==> src/rtl/iob_rr_arbiter_pkg.sv <==
`default_nettype none
// +--------------------------------------------------------------------------+
// | Module  : iob_rr_arbiter_pkg                                             |
// | Purpose : Shared state encodings and types for the IOb round-robin       |
// |           arbiter and its helpers.                                       |
// | Ports   : none (package)                                                 |
// | Rev     : 1.0  initial release                                           |
// +--------------------------------------------------------------------------+
package iob_rr_arbiter_pkg;

  // Controller state encoding (2-bit, values fixed for compatibility with
  // software that reads the state through debug taps).
  localparam int ST_W = 2;
  typedef logic [ST_W-1:0] state_t;

  localparam logic [1:0] ST_IDLE  = 2'd0;
  localparam logic [1:0] ST_GRANT = 2'd1;
  localparam logic [1:0] ST_DRAIN = 2'd2;

  // Width of a counter that must hold values 0 .. max_val-1 (at least 1 bit).
  function automatic int cnt_width(input int max_val);
    return (max_val > 1) ? $clog2(max_val) : 1;
  endfunction

endpackage
`default_nettype wire

==> src/rtl/iob_reg_re.sv <==
`default_nettype none
// +--------------------------------------------------------------------------+
// | Module  : iob_reg_re                                                     |
// | Purpose : Generic register with asynchronous active-low reset, clock     |
// |           enable and load enable.                                        |
// | Ports   : clk_i   clock                                                  |
// |           cke_i   clock enable (no update when 0)                        |
// |           arst_i  asynchronous reset, active-low                         |
// |           en_i    load enable                                            |
// |           data_i  next value                                             |
// |           data_o  registered value                                       |
// | Rev     : 1.0  initial release                                           |
// +--------------------------------------------------------------------------+
module iob_reg_re #(
  parameter int                DATA_W  = 1,
  parameter logic [DATA_W-1:0] RST_VAL = '0
) (
  input  logic              clk_i,
  input  logic              cke_i,
  input  logic              arst_i,
  input  logic              en_i,
  input  logic [DATA_W-1:0] data_i,
  output logic [DATA_W-1:0] data_o
);

  logic [DATA_W-1:0] data_q;

  always_ff @(posedge clk_i or negedge arst_i) begin
    if (!arst_i) begin
      data_q <= RST_VAL;
    end else if (cke_i && en_i) begin
      data_q <= data_i;
    end
  end

  assign data_o = data_q;

endmodule
`default_nettype wire

==> src/rtl/iob_rr_pick.sv <==
`default_nettype none
// +--------------------------------------------------------------------------+
// | Module  : iob_rr_pick                                                    |
// | Purpose : Combinational rotating-priority picker. Returns the first      |
// |           requester found scanning ptr, ptr+1, ... modulo N.             |
// | Ports   : req_i     N-bit request vector                                 |
// |           ptr_i     scan start index                                     |
// |           onehot_o  one-hot winner (all-zero if no request)              |
// |           idx_o     winner index (0 if no request)                       |
// |           any_o     1 when any request is present                        |
// | Rev     : 1.0  initial release                                           |
// +--------------------------------------------------------------------------+
module iob_rr_pick #(
  parameter int N  = 2,
  parameter int NB = $clog2(N)
) (
  input  logic [N-1:0]  req_i,
  input  logic [NB-1:0] ptr_i,
  output logic [N-1:0]  onehot_o,
  output logic [NB-1:0] idx_o,
  output logic          any_o
);

  logic [NB-1:0] w_pos;
  logic          w_found;

  always_comb begin
    onehot_o = '0;
    idx_o    = '0;
    w_found  = 1'b0;
    w_pos    = '0;
    for (int k = 0; k < N; k++) begin
      // Position k steps after the pointer, wrapped into 0..N-1.
      w_pos = NB'((int'(ptr_i) + k) % N);
      if (!w_found && req_i[w_pos]) begin
        onehot_o[w_pos] = 1'b1;
        idx_o           = w_pos;
        w_found         = 1'b1;
      end
    end
    any_o = w_found;
  end

endmodule
`default_nettype wire

==> src/rtl/iob_rr_arbiter.sv <==
`default_nettype none
// +--------------------------------------------------------------------------+
// | Module  : iob_rr_arbiter                                                 |
// | Purpose : Round-robin arbiter in front of iob_merge. Selects one of N    |
// |           IOb masters, gates the other masters' avalids, keeps the       |
// |           grant while read responses are outstanding and limits burst    |
// |           length when other masters are waiting.                         |
// | Ports   : clk_i       clock                                              |
// |           cke_i       clock enable for every register                    |
// |           arst_i      asynchronous reset, active-low                     |
// |           m_avalid_i  raw master avalids [N]                             |
// |           m_avalid_o  gated avalids to iob_merge [N]                     |
// |           grant_o     one-hot owner, to iob_merge m_sel_src_i [N]        |
// |           f_wrt_i     forwarded request is a write                       |
// |           f_ready_i   follower ready                                     |
// |           f_rvalid_i  follower read response valid                       |
// |           busy_o      controller not idle or reads outstanding           |
// |           err_o       sticky: rvalid seen with no read outstanding       |
// | Rev     : 1.0  initial release                                           |
// +--------------------------------------------------------------------------+
module iob_rr_arbiter
  import iob_rr_arbiter_pkg::*;
#(
  parameter int N         = 2,
  parameter int MAX_BURST = 4,
  parameter int MAX_RD    = 4,
  parameter int CNT_W     = $clog2(MAX_RD + 1),
  parameter int NB        = $clog2(N)
) (
  input  logic         clk_i,
  input  logic         cke_i,
  input  logic         arst_i,
  input  logic [N-1:0] m_avalid_i,
  output logic [N-1:0] m_avalid_o,
  output logic [N-1:0] grant_o,
  input  logic         f_wrt_i,
  input  logic         f_ready_i,
  input  logic         f_rvalid_i,
  output logic         busy_o,
  output logic         err_o
);

  localparam int BW = cnt_width(MAX_BURST);

  // Register state
  state_t           state_q,     state_d;
  logic [N-1:0]     grant_q,     grant_d;
  logic [NB-1:0]    owner_q,     owner_d;
  logic [NB-1:0]    ptr_q,       ptr_d;
  logic [CNT_W-1:0] rd_cnt_q,    rd_cnt_d;
  logic [BW-1:0]    burst_cnt_q, burst_cnt_d;
  logic             err_q,       err_d;

  // Combinational helpers
  logic [NB-1:0]    w_ptr_next;
  logic [NB-1:0]    w_pick_ptr;
  logic [N-1:0]     w_pick_onehot;
  logic [NB-1:0]    w_pick_idx;
  logic             w_pick_any;
  logic             w_rd_room;
  logic             w_acc;
  logic             w_owner_req;
  logic             w_others_req;
  logic             w_burst_last;
  logic             w_rd_inc;
  logic             w_rd_dec;

  // Pointer that the next arbitration starts from once the current owner
  // has released: the master just after the owner.
  assign w_ptr_next = (owner_q == NB'(N - 1)) ? '0 : owner_q + NB'(1);

  // In DRAIN the re-arbitration must already use the advanced pointer, in
  // the same cycle that the pointer register is updated.
  assign w_pick_ptr = (state_q == ST_DRAIN) ? w_ptr_next : ptr_q;

  iob_rr_pick #(
    .N  (N),
    .NB (NB)
  ) u_pick (
    .req_i    (m_avalid_i),
    .ptr_i    (w_pick_ptr),
    .onehot_o (w_pick_onehot),
    .idx_o    (w_pick_idx),
    .any_o    (w_pick_any)
  );

  assign w_rd_room    = (rd_cnt_q < CNT_W'(MAX_RD));
  assign m_avalid_o   = (state_q == ST_GRANT) ? (grant_q & m_avalid_i & {N{w_rd_room}}) : '0;
  // Only the owner's bit of m_avalid_o can be set, so OR-reduce is enough.
  assign w_acc        = (|m_avalid_o) & f_ready_i;
  assign w_owner_req  = |(m_avalid_i & grant_q);
  assign w_others_req = |(m_avalid_i & ~grant_q);
  assign w_burst_last = (burst_cnt_q == BW'(MAX_BURST - 1));

  // Outstanding-read accounting. Writes complete on acceptance and are
  // never counted.
  assign w_rd_inc = w_acc & ~f_wrt_i;
  assign w_rd_dec = f_rvalid_i;

  always_comb begin
    rd_cnt_d = rd_cnt_q;
    if (w_rd_inc && !w_rd_dec) begin
      rd_cnt_d = rd_cnt_q + CNT_W'(1);
    end else if (!w_rd_inc && w_rd_dec && (rd_cnt_q != '0)) begin
      rd_cnt_d = rd_cnt_q - CNT_W'(1);
    end
  end

  // A response with nothing outstanding is a protocol violation; it is
  // remembered until reset.
  assign err_d = err_q | (f_rvalid_i & (rd_cnt_q == '0));

  // Ownership control
  always_comb begin
    state_d     = state_q;
    grant_d     = grant_q;
    owner_d     = owner_q;
    ptr_d       = ptr_q;
    burst_cnt_d = burst_cnt_q;

    case (state_q)
      ST_IDLE: begin
        if (w_pick_any) begin
          grant_d     = w_pick_onehot;
          owner_d     = w_pick_idx;
          burst_cnt_d = '0;
          state_d     = ST_GRANT;
        end
      end

      ST_GRANT: begin
        if (w_acc) begin
          burst_cnt_d = w_burst_last ? '0 : burst_cnt_q + BW'(1);
        end
        // Leaving is only possible when the owner is not presenting a
        // stalled request: either it dropped avalid, or its last burst
        // request was just accepted.
        if (!w_owner_req) begin
          state_d = ST_DRAIN;
        end else if (w_acc && w_burst_last && w_others_req) begin
          state_d = ST_DRAIN;
        end
      end

      ST_DRAIN: begin
        // Grant is held until every read response has returned so that
        // iob_merge routes the responses back to the right master.
        if (rd_cnt_q == '0) begin
          ptr_d = w_ptr_next;
          if (w_pick_any) begin
            grant_d     = w_pick_onehot;
            owner_d     = w_pick_idx;
            burst_cnt_d = '0;
            state_d     = ST_GRANT;
          end else begin
            state_d = ST_IDLE;
          end
        end
      end

      default: begin
        state_d = ST_IDLE;
      end
    endcase
  end

  // Registers
  iob_reg_re #(.DATA_W(ST_W), .RST_VAL(ST_IDLE)) u_state_reg (
    .clk_i (clk_i), .cke_i (cke_i), .arst_i (arst_i), .en_i (1'b1),
    .data_i (state_d), .data_o (state_q)
  );

  iob_reg_re #(.DATA_W(N), .RST_VAL({{(N-1){1'b0}}, 1'b1})) u_grant_reg (
    .clk_i (clk_i), .cke_i (cke_i), .arst_i (arst_i), .en_i (1'b1),
    .data_i (grant_d), .data_o (grant_q)
  );

  iob_reg_re #(.DATA_W(NB), .RST_VAL('0)) u_owner_reg (
    .clk_i (clk_i), .cke_i (cke_i), .arst_i (arst_i), .en_i (1'b1),
    .data_i (owner_d), .data_o (owner_q)
  );

  iob_reg_re #(.DATA_W(NB), .RST_VAL('0)) u_ptr_reg (
    .clk_i (clk_i), .cke_i (cke_i), .arst_i (arst_i), .en_i (1'b1),
    .data_i (ptr_d), .data_o (ptr_q)
  );

  iob_reg_re #(.DATA_W(CNT_W), .RST_VAL('0)) u_rd_cnt_reg (
    .clk_i (clk_i), .cke_i (cke_i), .arst_i (arst_i), .en_i (1'b1),
    .data_i (rd_cnt_d), .data_o (rd_cnt_q)
  );

  iob_reg_re #(.DATA_W(BW), .RST_VAL('0)) u_burst_cnt_reg (
    .clk_i (clk_i), .cke_i (cke_i), .arst_i (arst_i), .en_i (1'b1),
    .data_i (burst_cnt_d), .data_o (burst_cnt_q)
  );

  iob_reg_re #(.DATA_W(1), .RST_VAL(1'b0)) u_err_reg (
    .clk_i (clk_i), .cke_i (cke_i), .arst_i (arst_i), .en_i (1'b1),
    .data_i (err_d), .data_o (err_q)
  );

  assign grant_o = grant_q;
  assign err_o   = err_q;
  assign busy_o  = (state_q != ST_IDLE) | (rd_cnt_q != '0);

endmodule
`default_nettype wire

==> config.mk <==
export PLATFORM = sky130hd
export DESIGN_NAME = iob_rr_arbiter
export DESIGN_NICKNAME = d
export VERILOG_FILES = /design/src/rtl/iob_rr_arbiter_pkg.sv /design/src/rtl/iob_reg_re.sv /design/src/rtl/iob_rr_pick.sv /design/src/rtl/iob_rr_arbiter.sv
export SDC_FILE = /design/constraint.sdc
export NUM_CORES = 1
export LEC_CHECK = 0
export BUFFER_PORTS_ARGS = -buffer_cell sky130_fd_sc_hd__buf_2
export CORE_UTILIZATION = 40
export CTS_BUF_LIST = sky130_fd_sc_hd__clkbuf_8
export CTS_CLUSTER_DIAMETER = 50
export DETAILED_ROUTE_END_ITERATION = 12
export GPL_ROUTABILITY_DRIVEN = 0
export PLACE_DENSITY = 0.59
export SYNTH_ARGS = -nofsm -noshare
export SYNTH_HDL_FRONTEND = slang
export SYNTH_SLANG_ARGS = --single-unit
export TNS_END_PERCENT = 10
==> constraint.sdc <==
create_clock -name clk_i -period 3.3 [get_ports clk_i]
set_clock_uncertainty 0.15 [all_clocks]
set_input_delay 0.66 -clock clk_i [delete_from_list [all_inputs] [get_ports clk_i]]
set_output_delay 0.66 -clock clk_i [all_outputs]
set_load 0.005 [all_outputs]
==> results of run 1 <==
power breakdown:
part           switching (mW)  total, mW  internal [mW]
registers              0.0788      0.298          0.219
clock network          0.0532      0.159          0.105
logic                   0.135      0.274          0.139
total                   0.267      0.730          0.463
through the flow:
stage | total power, mW | utilization | instance area, um^2 | std cells
global placement | 0.574 | 0.485 | 846 | 111
CTS | 0.736 | 0.516 | 901 | 115
floorplan | 0.488 | - | 746 | 73
global route | 0.792 | 0.516 | 901 | 115
finish | 0.730 | 0.516 | 901 | 115
detailed placement | 0.573 | 0.485 | 846 | 111
worst min-delay path by stage:
stage | start | endpoint | slack, ns | cells after the start
finish | arst_i | u_grant_reg.data_o[1] | 0.14 | 1
global route | arst_i | u_ptr_reg.data_o | 0.16 | 1
CTS | arst_i | u_grant_reg.data_o[1] | 0.15 | 1
detailed placement | u_err_reg.data_o | u_err_reg.data_o | 0.31 | 1
global placement | u_err_reg.data_o | u_err_reg.data_o | 0.30 | 1
floorplan | arst_i | u_burst_cnt_reg.data_o[0] | 0.21 | 0
flip-flops by register name (all words and copies together) (netlist names):
signal                  cells
u_burst_cnt_reg.data_o      2
u_err_reg.data_o            1
u_grant_reg.data_o          2
u_owner_reg.data_o          1
u_ptr_reg.data_o            1
u_rd_cnt_reg.data_o         3
u_state_reg.data_o          2
worst max-delay path, cell delays in order, from the launching register on:
cell and delay (ns):
dfstp_2 0.56, a22oi_1 0.15, nor4_4 0.25, or2b_1 0.27, fa_1 0.38, or3_1 0.37, mux2i_1 0.16, xnor2_1 0.13
cells in the mapped netlist, types with 2 or more instances:
cell	number
or3_1	3
nor2_1	2
mux2_2	3
o21a_1	2
mux2i_1	3
dfrtp_1	11
nand2b_1	3
a21oi_1	3
o21bai_1	2
nand2_1	4
inv_1	6
nor2b_1	3
nor3_1	4
o21ai_0	2
xnor2_1	2
layer usage:
metal | vias to the layer above | global-route usage | routed length, um
li1 | 302 | - | -
met1 | 264 | 0.229 | 752
met2 | 14 | 0.249 | 623
met3 | 2 | 0.0480 | 55
met4 | 0 | 0.0545 | 10
met5 | - | 0 | 0
logic make-up (layout without fill, tap and decap cells):
logic type | after synthesis | in the layout
buf+inv | 7 | 24
mux | 6 | 6
simple gates | 26 | 26
xor+xnor | 2 | 2
compound gates | 18 | 18
flops | 12 | 12
fa+ha+maj | 2 | 2
cell type report:
type | count | area (um^2) | area share
timing repair buffer | 14 | 72.6 | 0.0806
multi-input combinational | 54 | 418 | 0.464
sequential | 12 | 302 | 0.335
tap | 25 | 31.3 | 0.0347
inverter | 6 | 22.5 | 0.0250
clock buffer | 4 | 55.1 | 0.0611
==> key figures, run 1 <==
Status
  • Outcome: finished clean

Logic synthesis
  • Dominant cell type by area after synthesis: dfrtp_1
  • Number of synthesized flops with an enable pin: 0
  • Yosys reg bits: 12
  • Mapped Avg Cell Area: just over 10 um^2
  • Top cell type's share of synthesized area: 0.369
  • Ys flop type: dfrtp_1
  • Post-Synth Simple-Gate Area: 0.225
  • Asr flop ratio synth: 1.00
  • Mux cell area share after synthesis: 0.0856
  • Mapped cell area: ~750 um^2
  • Register area share after synthesis: 0.404
  • Syn_nets: between 80 and 90
  • Synth warn: 0
  • Synth unique cells: 35
  • Top cells by area, synth: dfrtp_1 (37%), mux2_2 (4.5%), mux2i_1 (4.0%)
  • Largest family of logic cells by synthesized area: simple AND/OR/NAND/NOR gates
  • Synth Area in Compound Gates: 0.183
  • Cells after synthesis: between 70 and 80
  • Adder-cell share of the synthesized area: 0.0436
  • XOR/XNOR Fraction of Synth Area: 0.0235

Drt
  • DR WL/cell: 12.5 um
  • Iteration-0 DRC Markers: 16
  • DR pass1 iterations: 4
  • Vias: approximately 580
  • WL final: approximately 1.4 mm
  • Post-DRT Antenna Nets: 0
  • Vias/cell: between 5 and 6
  • # DRC: 0

Critical path
  • Crit Path Max Fanout: 5
  • Launch point of the worst path: u_grant_reg.data_o[0]
  • CP Class: reg2reg
  • R2R cell count: 7
  • CP Capture Type: flip-flop
  • Arrival @ worst endpoint: roughly 2.5 ns
  • FF-to-FF End: u_rd_cnt_reg.data_o[2]
  • Startpoint types: flip-flop
  • Worst setup path end: u_rd_cnt_reg.data_o[2]
  • Reg-to-reg slack, setup: 0.81 ns
  • WP data required: 3.31 ns
  • RR Startpoint: u_grant_reg.data_o[0]

Timing
  • Hold Vio Cnt, Final: 0
  • Fmax: approximately 400 MHz
  • Clock period minus worst slack: about 2.5 ns
  • Least-Margin Pin Slew: between 0.4 and 0.5 ns
  • Tcrit/Tclk final: 0.756
  • Final worst slack: between 0.8 and 0.9 ns
  • Final TNS setup: 0 ns
  • RSZ-0062 raised after global routing: no
  • Max Transition Viols Final: 0
  • Slew HR: 0.689
  • Final setup viols: 0
  • Hold_ws: roughly 0.14 ns

Layout
  • Filler Cell Count: roughly 160
  • Most frequent cells in the layout: buf_2 (13), dfrtp_1 (11), inv_1 (6)
  • Nets: 101
  • Share of cells above drive strength 1: 0.289
  • Layout area overhead: 20.8%
  • # diodes: 0
  • Commonest non-fill, non-tap cell in the layout: buf_2

Clock tree
  • CTS tree: built
  • Clock Sink Count: 12
  • CTS clk-pin slew, worst paths: approximately 0.050 ns
  • Cts repair resizes: 0
  • Post-CTS setup buffer count: 0
  • Clk root buf: clkbuf_8
  • Clock Latency Late Sink: about 0.24 ns
  • Clock buffer count from CTS: 3
  • Post-CTS Hold Buffers: 0
  • H-tree depth: 1
  • Clock Path Buffers: 2

Global routing
  • First-pass GRT wire length: about 2.4 mm
  • Antenna violations before repair: 0
  • Vias in the first global route: between 500 and 600
  • Largest net degree at the start of global routing: 13
  • Total track usage: 0.166
  • Total gr overflow: 0

Place
  • Port Buf Inserts: 13
  • Hpwl dp: between 1 and 1.5 mm
  • Dpl ws: roughly 0.60 ns

Floorplan
  • Area of the die: 2040 um^2
  • Row Count: 15
  • Die Span Y: 45.2 um
  • Die span in x: 45.2 um
  • Initial Utilization: 0.427
  • Core Area: ~1700 um^2
  • Ports: 14

Power and ir drop
  • Leakage: roughly 0.38 nW
  • Pwr dens: 811 nW/um^2
  • Maximum vdd ir drop: slightly above 400 uV

Hold path
  • Worst Hold Class: in2async

Run
  • Max-cap viol count: 0
Power figures use the tool's default switching activity.
==> run 2: changes to the inputs <==
--- a/config.mk
+++ b/config.mk
@@ -11,7 +11,7 @@
 export CTS_CLUSTER_DIAMETER = 50
 export DETAILED_ROUTE_END_ITERATION = 12
 export GPL_ROUTABILITY_DRIVEN = 0
-export PLACE_DENSITY = 0.59
+export PLACE_DENSITY = 0.61
 export SYNTH_ARGS = -nofsm -noshare
 export SYNTH_HDL_FRONTEND = slang
 export SYNTH_SLANG_ARGS = --single-unit
==> constraint.sdc (replaced) <==
create_clock -name clk_i -period 2 [get_ports clk_i]
set_clock_uncertainty 0.15 [all_clocks]
set_input_delay 0.4 -clock clk_i [delete_from_list [all_inputs] [get_ports clk_i]]
set_output_delay 0.4 -clock clk_i [all_outputs]
set_load 0.005 [all_outputs]
==> run 2 against run 1 <==
  * First-iteration DRC count up 25%
  * Highest routed layer unchanged
  * Setup slack worse by 1.1 ns
  * Fmax up 8.7%
  * Non-clock buffer count increased by 14
  * The flow now finishes with violations (negative setup slack)
  * Largest cell class unchanged
  * Register-to-register slack worse by 1.1 ns
  * Die area unchanged
  * Count of clock-buffer cells in the layout unchanged
  * Largest power group is now combinational cells
==> key figures, run 2 (same netlist as run 1, synthesis figures left out) <==
Clock tree
  • Clock buffer count from CTS: 3 (unchanged)
  • CTS clk-pin slew, worst paths: 0.05 ns (about the same)
  • Clock Latency Late Sink: 0.25 ns (about the same)
  • Cts repair resizes: 0 (unchanged)
  • H-tree depth: 1 (unchanged)
  • Post-CTS setup buffer count: 0 (unchanged)
  • Clock Sink Count: 12 (unchanged)
  • Clk root buf: clkbuf_8
  • CTS tree: built
  • Clock Path Buffers: 2 (unchanged)

Place
  • Dpl ws: -0.382 ns (-0.977 ns)
  • Post-placement cell count: 124 (+12%)
  • Port Buf Inserts: 13 (unchanged)
  • Hpwl dp: 1.36 mm (+22%)

Timing
  • Final worst slack: -0.295 ns (-1.10 ns)
  • Hold_ws: 0.312 ns (+0.173 ns)
  • Slew HR: 0.806 (+0.117)
  • Least-Margin Pin Slew: 0.287 ns (-0.175 ns)
  • Final setup viols: 2 (+2)
  • Tcrit/Tclk final: 1.15 (+0.392)
  • Fmax: 436 MHz (+8.7%)
  • RSZ-0062 raised after global routing: yes
  • Hold Vio Cnt, Final: 0 (unchanged)
  • Clock period minus worst slack: 2.29 ns (-0.199 ns)
  • Max Transition Viols Final: 0 (unchanged)

Layout
  • Largest register FFs: 3 (unchanged)
  • Most frequent cells in the layout: buf_4 (14), buf_2 (13), dfrtp_1 (11)
  • Final Non-Filler Cells: 129 (+12%)
  • # diodes: 0 (unchanged)
  • Share of cells above drive strength 1: 0.394 (+0.105)
  • Commonest non-fill, non-tap cell in the layout: buf_4
  • Filler Cell Count: 165 (+5.8%)
  • Nets: 115 (+14%)
  • Layout area overhead: 36.2%

Power and ir drop
  • Clk network pwr share: 0.200 (-0.017)
  • Leakage: 0.449 nW (+17%)
  • Maximum vdd ir drop: 674 uV (+67%)
  • Switch Pwr: 490 uW (+84%)
  • Total Power: 1.36 mW (+86%)
  • Switching Share: 0.361 (-0.00474)
  • Sequential Power Share: 0.336 (-0.072)
  • Comb pwr share: 0.464 (+0.089)
  • Pint: 868 uW (+87%)
  • Pwr dens: 1340 nW/um^2 (+65%)

Global routing
  • First-pass GRT wire length: 3.03 mm (+26%)
  • Largest net degree at the start of global routing: 13 (unchanged)
  • Total gr overflow: 0 (unchanged)
  • Vias in the first global route: 652 (+20%)
  • Antenna violations before repair: 0 (unchanged)
  • Total track usage: 0.217 (+0.0506)

Floorplan
  • Ports: 14 (unchanged)
  • Row Count: 15 (unchanged)
  • Die Span Y: 45.2 um (unchanged)
  • Initial Utilization: 0.427 (unchanged)
  • Area of the die: 2040 um^2 (unchanged)
  • Die span in x: 45.2 um (unchanged)
  • Core Area: 1750 um^2 (unchanged)

Drt
  • Post-DRT Antenna Nets: 0 (unchanged)
  • Vias: 649 (+12%)
  • DR WL/cell: 13.3 um (+6.5%)
  • DR pass1 iterations: 4 (unchanged)
  • WL final: 1.72 mm (+19%)
  • Iteration-0 DRC Markers: 20 (+4)
  • # DRC: 0 (unchanged)
  • Vias/cell: 5.03 (-0.59%)

Critical path
  • Crit Path Max Fanout: 3 (-2)
  • CP Capture Type: flip-flop
  • R2R cell count: 7 (unchanged)
  • Startpoint types: flip-flop
  • WP data required: 2.03 ns (-1.28 ns)
  • CP Class: reg2reg
  • Arrival @ worst endpoint: 2.32 ns (-0.19 ns)

Hold path
  • Worst Hold Class: reg2reg
  • Worst hold path cell count: 1

Status
  • Failing checks: negative setup slack
  • Outcome: finished with violations

Run
  • Max-cap viol count: 0 (unchanged)
run 2: cell count changes in the layout (fill, tap and decap cells not counted), sizes merged:
cell         change
buf             +13
dlygate4sd3      +1
run 2: worst paths after layout:
check | slack, ns | to | startpoint
setup / recovery | -0.29 | u_rd_cnt_reg.data_o[2] | u_grant_reg.data_o[0]
hold / removal | 0.31 | u_err_reg.data_o | u_err_reg.data_o
setup reg to reg | -0.29 | u_rd_cnt_reg.data_o[2] | u_grant_reg.data_o[0]
hold reg to reg | 0.31 | u_err_reg.data_o | u_err_reg.data_o
max in group asynchronous | 1.01 | u_grant_reg.data_o[0] | arst_i
min in group asynchronous | 0.41 | u_rd_cnt_reg.data_o[1] | arst_i
run 2: metal layers:
layer  global-route usage  routed length (um)
met4                0.127                  42
met2                0.330                 803
met3               0.0360                  79
met5                    0                   0
met1                0.287                 796
run 2: cell type report:
type / count / area (um^2) / area share
clock buffers: 4 / 55.1 / 0.0542
inverters: 6 / 22.5 / 0.0222
multi-input cells: 54 / 425 / 0.419
flip-flops and latches: 12 / 302 / 0.297
well taps: 25 / 31.3 / 0.0308
repair buffers: 28 / 180 / 0.177
run 2: timing repair:
action | 4_1_cts | 5_1_grt
pin swaps | 5 | 0
gates cloned | 0 | 0
setup endpoints to repair | 2 | 3
endpoints found under the hold margin | 11 | 0
hold buffers | 1 | 0
run 2: power groups by stage:
stage	registers [mW]	logic [mW]	clock network, mW
floorplan	0.466	0.345	0
global placement	0.447	0.618	0
detailed placement	0.458	0.625	0
CTS	0.456	0.631	0.279
global route	0.472	0.709	0.287
finish	0.456	0.629	0.272
run 2: critical path: stages (launching register included):
cell and delay, ns:
dfstp_2 0.54, a22oi_2 0.11, nor4_4 0.22, or2b_1 0.27, fa_2 0.34, or3_1 0.31
mux2i_1 0.16, xnor2_1 0.13
run 2: metrics by stage:
step	setup TNS, ns	util	cell area (um^2)
6_report	-0.312	0.582	1020
5_1_grt	-0.537	0.582	1020
4_1_cts	-0.328	0.582	1020
3_5_place_dp	-0.517	0.545	951
3_3_place_gp	-0.456	0.545	951
2_1_floorplan	-0.790	-	753
==> run 3: changes to the inputs <==
--- a/config.mk
+++ b/config.mk
@@ -5,6 +5,7 @@
 export SDC_FILE = /design/constraint.sdc
 export NUM_CORES = 1
 export LEC_CHECK = 0
+export ABC_AREA = 1
 export BUFFER_PORTS_ARGS = -buffer_cell sky130_fd_sc_hd__buf_2
 export CORE_UTILIZATION = 40
 export CTS_BUF_LIST = sky130_fd_sc_hd__clkbuf_8
==> run 3 against run 2 <==
  * The flow now finishes without violations
  * Routed wire length fell by 16%
  * Sequential share of layout area grew 3.3 points
  * Hold slack lost 0.026 ns
  * Combinational power down 16%
  * Non-clock buffer count shrank 14
  * Core utilization is 5.3 points lower
  * Setup slack improved by 0.43 ns
  * Synthesized area shrank 0.17%
  * Critical endpoint unchanged
==> key figures, run 3 <==
Status
  • Outcome: finished clean

Clock tree
  • CTS clk-pin slew, worst paths: 0.05 ns (about the same)
  • CTS tree: built
  • Clk root buf: clkbuf_8
  • Clock buffer count from CTS: 3 (unchanged)
  • Clock Latency Late Sink: 0.24 ns (about the same)
  • Clock Sink Count: 12 (unchanged)
  • Post-CTS setup buffer count: 0 (unchanged)
  • Clock Path Buffers: 2 (unchanged)
  • H-tree depth: 1 (unchanged)

Layout
  • Share of cells above drive strength 1: 0.261 (-0.133)
  • Most frequent cells in the layout: nand2_1 (29), inv_1 (16), buf_2 (13)
  • Nets: 126 (+9.6%)
  • Filler Cell Count: 178 (+7.9%)
  • # diodes: 0 (unchanged)
  • Footprint of the multi-input gates: 383 um^2 (-10%)
  • Largest register FFs: 3 (unchanged)
  • Commonest non-fill, non-tap cell in the layout: nand2_1
  • Design area: 913 um^2 (-10%)
  • Layout area overhead: 22.7%
  • Sequential standard cell area: 302 um^2 (unchanged)

Logic synthesis
  • Ys flop type: dfrtp_1
  • Top cells by area, synth: dfrtp_1 (37%), nand2_1 (16%), inv_1 (8.1%)
  • Yosys reg bits: 12 (unchanged)
  • Dominant cell type by area after synthesis: dfrtp_1
  • Mapped Avg Cell Area: 7.67 um^2 (-25%)
  • Leading cell type by number of instances after synthesis: nand2_1
  • Asr flop ratio synth: 1.00 (unchanged)
  • Cells after synthesis: 97 (+33%)
  • Register area share after synthesis: 0.405 (+0.000680)
  • Number of synthesized flops with an enable pin: 0 (unchanged)
  • Mapped cell area: 744 um^2 (-0.17%)
  • Synth unique cells: 20 (-43%)
  • Syn_nets: 107 (+29%)
  • Synth warn: 0 (unchanged)
  • Top cell type's share of synthesized area: 0.370 (+0.000620)
  • Most frequent cells after synthesis: nand2_1 (31), inv_1 (16), dfrtp_1 (11)

Global routing
  • Antenna violations before repair: 0 (unchanged)
  • First-pass GRT wire length: 2.48 mm (-18%)
  • Total gr overflow: 0 (unchanged)
  • Vias in the first global route: 542 (-17%)
  • Total track usage: 0.172 (-0.0450)
  • Largest net degree at the start of global routing: 13 (unchanged)

Drt
  • DR pass1 iterations: 4 (unchanged)
  • Post-DRT Antenna Nets: 0 (unchanged)
  • WL final: 1.44 mm (-16%)
  • DR WL/cell: 10.3 um (-23%)
  • # DRC: 0 (unchanged)
  • Vias: 639 (-1.5%)
  • Vias/cell: 4.56 (-9.3%)
  • Iteration-0 DRC Markers: 9 (-55%)

Critical path
  • Stages on the worst setup path: 11 (+4)
  • CP Class: reg2reg
  • Arrival @ worst endpoint: 1.89 ns (-0.43 ns)
  • Critical path, cell by cell: nand2_1 -> nand2_2 -> nand2_2 -> nor2_8 -> nand3_4 -> fa_2 -> inv_1 -> nand3_1 -> nand2_1 -> nand2_1 -> nand2_1
  • R2R cell count: 11 (+4)
  • Launch point of the worst path: u_grant_reg.data_o[0]
  • CP delay by family, top: simple AND/OR/NAND/NOR gates
  • WP data required: 2.03 ns (about the same)
  • Crit Path Max Fanout: 5 (+2)
  • Reg-to-reg slack, setup: 0.14 ns (+0.43 ns)
  • Startpoint types: flip-flop
  • Slowest Stage Delay on Critical Path: 0.55 ns (about the same)
  • Cell mode on critical path: nand2_1
  • CP Capture Type: flip-flop
  • FF-to-FF End: u_rd_cnt_reg.data_o[2]
  • CP max-delay cell: dfstp_2
  • Worst setup path end: u_rd_cnt_reg.data_o[2]
  • RR Startpoint: u_grant_reg.data_o[0]
  • Buf/Inv on CP: 1 (+1)

Floorplan
  • Die Span Y: 45.1 um (about the same)
  • Die span in x: 45.1 um (about the same)
  • Ports: 14 (unchanged)
  • Initial Utilization: 0.431 (+0.00392)
  • Core Area: 1730 um^2 (-1.1%)
  • Area of the die: 2040 um^2 (-0.15%)
  • Row Count: 15 (unchanged)

Timing
  • Least-Margin Pin Slew: 0.367 ns (+0.0794 ns)
  • Clock period minus worst slack: 1.86 ns (-0.433 ns)
  • Fmax: 537 MHz (+23%)
  • RSZ-0062 raised after global routing: no
  • Hold Vio Cnt, Final: 0 (unchanged)
  • Slew HR: 0.753 (-0.0530)
  • Tcrit/Tclk final: 0.931 (-0.216)
  • Final TNS setup: 0 ns (+0.312 ns)
  • Max Transition Viols Final: 0 (unchanged)
  • Final setup viols: 0 (-2)

Power and ir drop
  • Pwr dens: 1370 nW/um^2 (+2.7%)
  • Maximum vdd ir drop: 618 uV (-8.4%)
  • Leakage: 0.491 nW (+9.3%)

Run
  • Max-cap viol count: 0 (unchanged)

Hold path
  • Worst Hold Class: reg2reg

Place
  • Hpwl dp: 1.15 mm (-15%)
  • Port Buf Inserts: 13 (unchanged)
  • Placed cell area: 841 um^2 (-12%)
[run 3: cell count changes after synthesis, sizes merged, moves of 2 or more]
cell | before | now
nand2b | 4 | 0
mux2i | 3 | 0
nor2 | 2 | 11
nand2 | 4 | 32
xnor2 | 2 | 0
inv | 6 | 18
nor2b | 3 | 0
o21ai | 2 | 7
mux2 | 3 | 0
nor3 | 4 | 1
or3 | 3 | 0
nand3 | 1 | 8
[run 3: report_power, final]
| part | internal, mW | switching, mW | total [mW] |
|---|---|---|---|
| combinational | 0.209 | 0.320 | 0.529 |
| clock | 0.174 | 0.0867 | 0.260 |
| sequential | 0.358 | 0.107 | 0.465 |
[run 3: kinds of logic after synthesis]
group	synth area share
AO/OA/AOI/OAI	0.106
adder cells (fa/ha/maj)	0.0437
buffers and inverters	0.0908
flip-flops	0.405
AND/OR/NAND/NOR	0.355
[run 3: per-stage QoR]
step                       util  worst slack (ns)  total power, mW  hold WS [ns]  instances
after floorplan               -             0.132            0.848       -0.0456         97
after global placement    0.487            0.0697            0.976         0.143        135
after detailed placement  0.487            0.0365            0.995         0.146        135
after CTS                 0.525            0.0118             1.27         0.290        140
after global routing      0.529            0.0116             1.38         0.317        140
final                     0.529             0.138             1.25         0.286        140
[run 3: what timing repair did]
item	4_1_cts	5_1_grt
hold endpoints to repair	11	0
hold buffers	1	0
resized for setup	0	3
setup endpoints to repair	0	1
[run 3: worst min-delay path by stage]
stage | startpoint | cells after the start | end
2_1_floorplan | arst_i | 0 | u_burst_cnt_reg.data_o[0]
3_3_place_gp | arst_i | 1 | u_state_reg.data_o[0]
3_5_place_dp | arst_i | 1 | u_state_reg.data_o[1]
4_1_cts | u_owner_reg.data_o | 1 | u_ptr_reg.data_o
5_1_grt | u_owner_reg.data_o | 1 | u_ptr_reg.data_o
6_report | u_owner_reg.data_o | 1 | u_ptr_reg.data_o
[run 3: area by class of cell]
type                    count  area share
repair buffers             14      0.0822
well taps                  25      0.0342
multi-input cells          67       0.419
clock buffers               4      0.0603
inverters                  18      0.0740
flip-flops and latches     12       0.330
[run 3: routing by layer]
layer,vias up,global-route usage,routed length (um)
met5,-,0,0
met3,2,0.0360,45
met4,0,0.0909,10
li1,338,-,-
met1,289,0.260,736
met2,10,0.223,650
